[config.mk]
export PLATFORM = sky130hd
export DESIGN_NAME = event_neighbor_scan
export DESIGN_NICKNAME = d
export VERILOG_FILES = /design/src/rtl/event_neighbor_scan_pkg.sv /design/src/rtl/event_neighbor_scan_match.sv /design/src/rtl/event_neighbor_scan.sv
export SDC_FILE = /design/constraint.sdc
export NUM_CORES = 1
export LEC_CHECK = 0
export ABC_CLOCK_PERIOD_IN_PS = 5600
export CORE_ASPECT_RATIO = 1.5
export CORE_MARGIN = 3
export CORE_UTILIZATION = 45
export CTS_CLUSTER_SIZE = 40
export DETAILED_ROUTE_END_ITERATION = 7
export GPL_ROUTABILITY_DRIVEN = 1
export GPL_TIMING_DRIVEN = 0
export PLACE_DENSITY = 0.67
export SLEW_MARGIN = 20
export SYNTH_ARGS = -nofsm -noshare
export SYNTH_HDL_FRONTEND = slang
export SYNTH_HIERARCHICAL = 1
export SYNTH_SLANG_ARGS = --single-unit
[constraint.sdc]
create_clock -name clk -period 5.6 [get_ports clk]
set_clock_uncertainty 0.15 [all_clocks]
set_input_delay 0.84 -clock clk [delete_from_list [all_inputs] [get_ports clk]]
set_output_delay 0.84 -clock clk [all_outputs]
set_load 0.1 [all_outputs]
[src/rtl/event_neighbor_scan_pkg.sv]
// Shared types for the graph-conv event front end: pixel index types,
// neighbour-scan defaults, scan FSM states and an unsigned distance helper.
package event_neighbor_scan_pkg;

  localparam int X_PIXEL_WIDTH = 8;
  localparam int Y_PIXEL_WIDTH = 8;

  typedef logic [X_PIXEL_WIDTH-1:0] x_idx_t;
  typedef logic [Y_PIXEL_WIDTH-1:0] y_idx_t;

  localparam int NB_DEPTH  = 16;
  localparam int NB_RADIUS = 3;

  // Wide enough for either coordinate plus one bit, so differences never wrap.
  localparam int DIFF_W = 16;

  typedef enum logic [1:0] {
    IDLE   = 2'd0,
    SCAN   = 2'd1,
    INSERT = 2'd2
  } scan_state_t;

  function automatic logic [DIFF_W-1:0] diff_abs(input logic [DIFF_W-1:0] a,
                                                  input logic [DIFF_W-1:0] b);
    return (a >= b) ? (a - b) : (b - a);
  endfunction

endpackage

[src/rtl/event_neighbor_scan_match.sv]
// Combinational neighbour test: a valid history entry matches when both
// coordinate distances to the latched event are within RADIUS.
module nb_match
  import event_neighbor_scan_pkg::*;
#(
  parameter int RADIUS = NB_RADIUS
) (
  input  logic   entry_valid,
  input  x_idx_t entry_x,
  input  y_idx_t entry_y,
  input  x_idx_t ev_x,
  input  y_idx_t ev_y,
  output logic   match
);

  logic [DIFF_W-1:0] dx;
  logic [DIFF_W-1:0] dy;

  assign dx = diff_abs(DIFF_W'(ev_x), DIFF_W'(entry_x));
  assign dy = diff_abs(DIFF_W'(ev_y), DIFF_W'(entry_y));

  assign match = entry_valid && (dx <= DIFF_W'(RADIUS)) && (dy <= DIFF_W'(RADIUS));

endmodule

[src/rtl/event_neighbor_scan.sv]
// Circular event history with a one-entry-per-cycle neighbour scan; streams
// (new, neighbour) pairs into dpos_quant, then inserts the new event.
//
// state  | meaning
// IDLE   | waiting for an event; flush clears the history here
// SCAN   | testing history entry idx against the latched event
// INSERT | writing the latched event at wr_ptr; done follows next cycle
module event_neighbor_scan
  import event_neighbor_scan_pkg::*;
#(
  parameter int DEPTH  = NB_DEPTH,
  parameter int RADIUS = NB_RADIUS,
  parameter int CNT_W  = $clog2(DEPTH + 1)
) (
  input  logic             clk,
  input  logic             rstn,
  input  x_idx_t           ev_x,
  input  y_idx_t           ev_y,
  input  logic             ev_p,
  input  logic             ev_valid,
  output logic             ev_ready,
  input  logic             flush,
  output x_idx_t           new_x,
  output y_idx_t           new_y,
  output logic             new_p,
  output x_idx_t           neighbor_x,
  output y_idx_t           neighbor_y,
  output logic             neighbor_p,
  output logic             pair_valid,
  output logic             done,
  output logic [CNT_W-1:0] nb_count
);

  localparam int IDX_W = (DEPTH > 1) ? $clog2(DEPTH) : 1;

  scan_state_t state;
  scan_state_t state_nxt;

  logic [IDX_W-1:0] idx;
  logic [IDX_W-1:0] wr_ptr;
  logic [CNT_W-1:0] count;

  x_idx_t lat_x;
  y_idx_t lat_y;
  logic   lat_p;

  x_idx_t           hist_x [DEPTH];
  y_idx_t           hist_y [DEPTH];
  logic             hist_p [DEPTH];
  logic [DEPTH-1:0] hist_v;

  logic hit;
  logic last_idx;

  nb_match #(
    .RADIUS(RADIUS)
  ) u_match (
    .entry_valid(hist_v[idx]),
    .entry_x    (hist_x[idx]),
    .entry_y    (hist_y[idx]),
    .ev_x       (lat_x),
    .ev_y       (lat_y),
    .match      (hit)
  );

  assign last_idx = (idx == IDX_W'(DEPTH - 1));

  always_comb begin
    state_nxt = state;
    ev_ready  = 1'b0;
    unique case (state)
      IDLE: begin
        ev_ready = !flush;
        if (ev_valid && !flush) state_nxt = SCAN;
      end
      SCAN: begin
        if (last_idx) state_nxt = INSERT;
      end
      INSERT: begin
        state_nxt = IDLE;
      end
      default: begin
        state_nxt = IDLE;
      end
    endcase
  end

  always_ff @(posedge clk) begin
    if (!rstn) state <= IDLE;
    else       state <= state_nxt;
  end

  always_ff @(posedge clk) begin
    if (!rstn) begin
      hist_v     <= '0;
      wr_ptr     <= '0;
      idx        <= '0;
      count      <= '0;
      lat_x      <= '0;
      lat_y      <= '0;
      lat_p      <= 1'b0;
      pair_valid <= 1'b0;
      done       <= 1'b0;
      nb_count   <= '0;
      new_x      <= '0;
      new_y      <= '0;
      new_p      <= 1'b0;
      neighbor_x <= '0;
      neighbor_y <= '0;
      neighbor_p <= 1'b0;
    end else begin
      pair_valid <= 1'b0;
      done       <= 1'b0;
      unique case (state)
        IDLE: begin
          if (flush) begin
            hist_v <= '0;
            wr_ptr <= '0;
          end else if (ev_valid) begin
            lat_x <= ev_x;
            lat_y <= ev_y;
            lat_p <= ev_p;
            idx   <= '0;
            count <= '0;
          end
        end
        SCAN: begin
          // Pair fields are only loaded on a match, so they hold otherwise.
          if (hit) begin
            pair_valid <= 1'b1;
            new_x      <= lat_x;
            new_y      <= lat_y;
            new_p      <= lat_p;
            neighbor_x <= hist_x[idx];
            neighbor_y <= hist_y[idx];
            neighbor_p <= hist_p[idx];
            count      <= count + CNT_W'(1);
          end
          idx <= idx + IDX_W'(1);
        end
        INSERT: begin
          hist_v[wr_ptr] <= 1'b1;
          wr_ptr         <= wr_ptr + IDX_W'(1);
          done           <= 1'b1;
          nb_count       <= count;
        end
        default: begin
        end
      endcase
    end
  end

  // Payload storage needs no reset: entries are qualified by hist_v.
  always_ff @(posedge clk) begin
    if (rstn && (state == INSERT)) begin
      hist_x[wr_ptr] <= lat_x;
      hist_y[wr_ptr] <= lat_y;
      hist_p[wr_ptr] <= lat_p;
    end
  end

endmodule

==> impl_metrics.tcl <==
set metrics [dict create \
    synth_top_area_cell "edfxtp_1" \
    setup_tns_ps 0 \
    grt_overflow 0 \
    die_x_um 157 \
    areaGrowthSynthToFinish_pct 16.1 \
    timing.final.crit_share_pct 95.2 \
    async_flop_share_pct 0 \
    power_density_mw_per_mm2 311 \
    required_ps 5890 \
    outcome "completed" \
    synth_top_family_by_area "multiplexers" \
    synth_cell_types 58 \
    grt_pass1_wl_mm 57.5 \
    fin_util_pct 53.3 \
    clkLatencyLatePin_ps 580 \
    finalCriticalPeriod_ps 5330 \
    yosys.area.top_type_share_pct 52.9 \
    hold_violations 0 \
    dieArea_mm2 0.0366 \
    max-vdd-ir-drop_mv 0.232 \
    synth-edff-count 272 \
    ys_warn_count 6 \
    cap_viol_max_count 0 \
    dp_hpwl_mm 26.5 \
    io_buffer_count 62 \
    instances_no_fill 1646 \
    tritoncts "yes" \
    switching_power_mw 1.18 \
    synthTopCellsByArea "edfxtp_1 53%, dfxtp_1 12%, mux4_2 6.9%" \
    internal-power_mw 4.39 \
    drt_iter0_drc 819 \
    switching_share_pct 21.2 \
    antenna_found_initial 0 \
    vias 9348 \
    setup_viol 0 \
    leakage_nw 5.85 \
    io_pins 63 \
    num_rows 82 \
    synth_fa_ha_area_share_pct 3.60 \
    worstSetupPathType "flip-flop to flip-flop" \
    comb_power_share_pct 5.5 \
    worst_slew_pin_slew_ps 1120 \
    drv_slew 0 \
    viasPerCell 5.68 \
    final_cell_mix "272 x edfxtp_1, 135 x nand2_1, 91 x dfxtp_1" \
    clkTransAtPathRegs_ps 70 \
    cts_num_sinks 365 \
    final_common_cell "edfxtp_1" \
    coreArea_mm2 0.0337 \
    p_seq_share_pct 52.8 \
    synthMuxAreaShare_pct 10.8 \
    placed_cell_area_mm2 0.0166 \
    syn_avg_cell_area_um2 14.0 \
    setup_ws_ps 271 \
    drc 0 \
    synthesis.area_mm2 0.0154 \
    fillers 2806 \
    cp_max_fo 10 \
    worstPathArrival_ps 5620 \
    synthFlopType "edfxtp_1" \
    rsz0062_at_grt "no" \
    die_h_um 233 \
    post-place-ws_ps -1280 \
    antenna_cells 0 \
    synth_seq_area_share_pct 64.9 \
    syn_nets 1165 \
    drive_gt1_share_pct 13.5 \
    final_area_mm2 0.0179 \
    max_clock_freq_mhz 188 \
    synth-compound-area-share_pct 9.09 \
    cp-end-kind "flip-flop" \
    detail_route.wl_per_cell_um 23.1 \
    holdBufCountCts 0 \
    cts_buffers 31 \
    synth-seq-cells 365 \
    cts.path.max_buffers 3 \
    drtAntennaViolNets 0 \
    gp_congestion 0.821 \
    netlist_instances 1102 \
    wl_mm 38.0 \
    grt_max_degree 23 \
    nets 1265 \
    root_buffer "clkbuf_16" \
    placedCellCount 1585 \
    start_util_pct 45.9 \
    hp-class "flip-flop to flip-flop" \
    grt_pass1_vias 9763 \
    synth-xor-area-share_pct 0.794 \
    grt_usage_pct 21.0 \
    relSlewSlack_pct 25.0 \
    crit_path_start_kind "flip-flop" \
    synth-simple-area-share_pct 7.78 \
    dr.pass1.iters 8 \
    pwr-share-clk_pct 41.8 \
    h-tree-depth 1 \
]
[timing repair]
item                       CTS  global route
resized for setup           19            42
pin swaps                    3             3
setup endpoints to repair   40            40
buffers inserted             3             2
[cell usage after synthesis (5+ instances only)]
master	count
a211oi_1	9
mux2i_1	60
o21ai_0	32
xnor2_1	9
o21a_1	5
xor2_1	5
a21o_1	8
a22oi_1	15
buf_2	13
nand2_1	136
nor2b_1	9
a21boi_0	26
nand3_1	21
and3_1	7
inv_1	47
nand4_1	6
edfxtp_1	272
a222oi_1	14
a21oi_1	27
ha_1	38
buf_6	5
and2_1	16
nor2_1	47
a21boi_1	18
mux4_2	47
nand2b_1	10
clkbuf_1	33
dfxtp_1	93
a31oi_1	23
[cells by family after synthesis]
family                     after synthesis
AOI/OAI and AO/OA                      202
xor gates and xnor gates                14
adders and majority gates               42
buffers and inverters                  104
DFF                                    365
muxes                                  108
and+or+nand+nor                        267
[critical path, stage by stage (launching register included)]
cell and delay (ps):
dfxtp_1 310, clkbuf_4 190, and2_2 240, clkbuf_4 210
a222oi_1 390, nand3_1 170, nand2_2 130, ha_1 160
inv_1 50, fa_1 390, a21o_1 190, a21oi_2 180
mux2i_1 100, or4_1 540, nor4_2 250, a31oi_2 110
a2111oi_4 340, buf_4 190, and3b_2 300, buf_12 140
clkbuf_2 300, a31oi_1 140
[per-stage QoR]
step / hold WS (ps) / power [mW]
2_1_floorplan: 281 / 3.19
3_3_place_gp: 294 / 3.29
3_5_place_dp: 298 / 3.29
4_1_cts: 309 / 5.59
5_1_grt: 333 / 5.73
6_report: 305 / 5.57
[power by group through the flow]
stage          Clock (mW)  Sequential (mW)  Combinational [mW]
5_1_grt              2.46             2.94               0.335
6_report             2.33             2.94               0.305
4_1_cts              2.36             2.94               0.300
3_3_place_gp            0             3.00               0.291
2_1_floorplan           0             2.98               0.212
3_5_place_dp            0             3.00               0.294
[path summary, 6_finish.rpt]
kind                               from                    endpoint  slack (ps)  depth (start not counted)
max                           flip-flop  neighbor_x[6]$_SDFFE_PN0P_         270                         21
min          neighbor_y[0]$_SDFFE_PN0P_  neighbor_y[0]$_SDFFE_PN0P_         310                          2
max reg2reg                   flip-flop  neighbor_x[6]$_SDFFE_PN0P_         270                         21
min reg2reg  neighbor_y[0]$_SDFFE_PN0P_  neighbor_y[0]$_SDFFE_PN0P_         310                          2
[flip-flops by register name, summed over array words and instances (netlist names), 5 cells and up, named ones only]
signal      count
neighbor_y      8
hist_y        128
neighbor_x      8
hist_x        128
hist_v         16
new_y           8
new_x           8
lat_x           8
lat_y           8
count           5
hist_p         16
nb_count        5
[cell type report]
cell class | count | area (um2) | area share (%)
buffer | 56 | 349 | 1.95
multi-input combinational | 633 | 5030 | 28.1
tap | 420 | 526 | 2.93
timing repair buffer | 68 | 698 | 3.90
clock buffer | 34 | 797 | 4.45
inverter | 47 | 176 | 0.984
clock inverter | 23 | 309 | 1.72
sequential | 365 | 10000 | 56.0
[layer usage]
metal	track usage, %	part of all wire, %
met5	0	0
met4	9.55	4.9
met3	2.53	4.5
met2	39.9	55
met1	23.0	36
No activity file was read; power rests on OpenSTA's default activity.
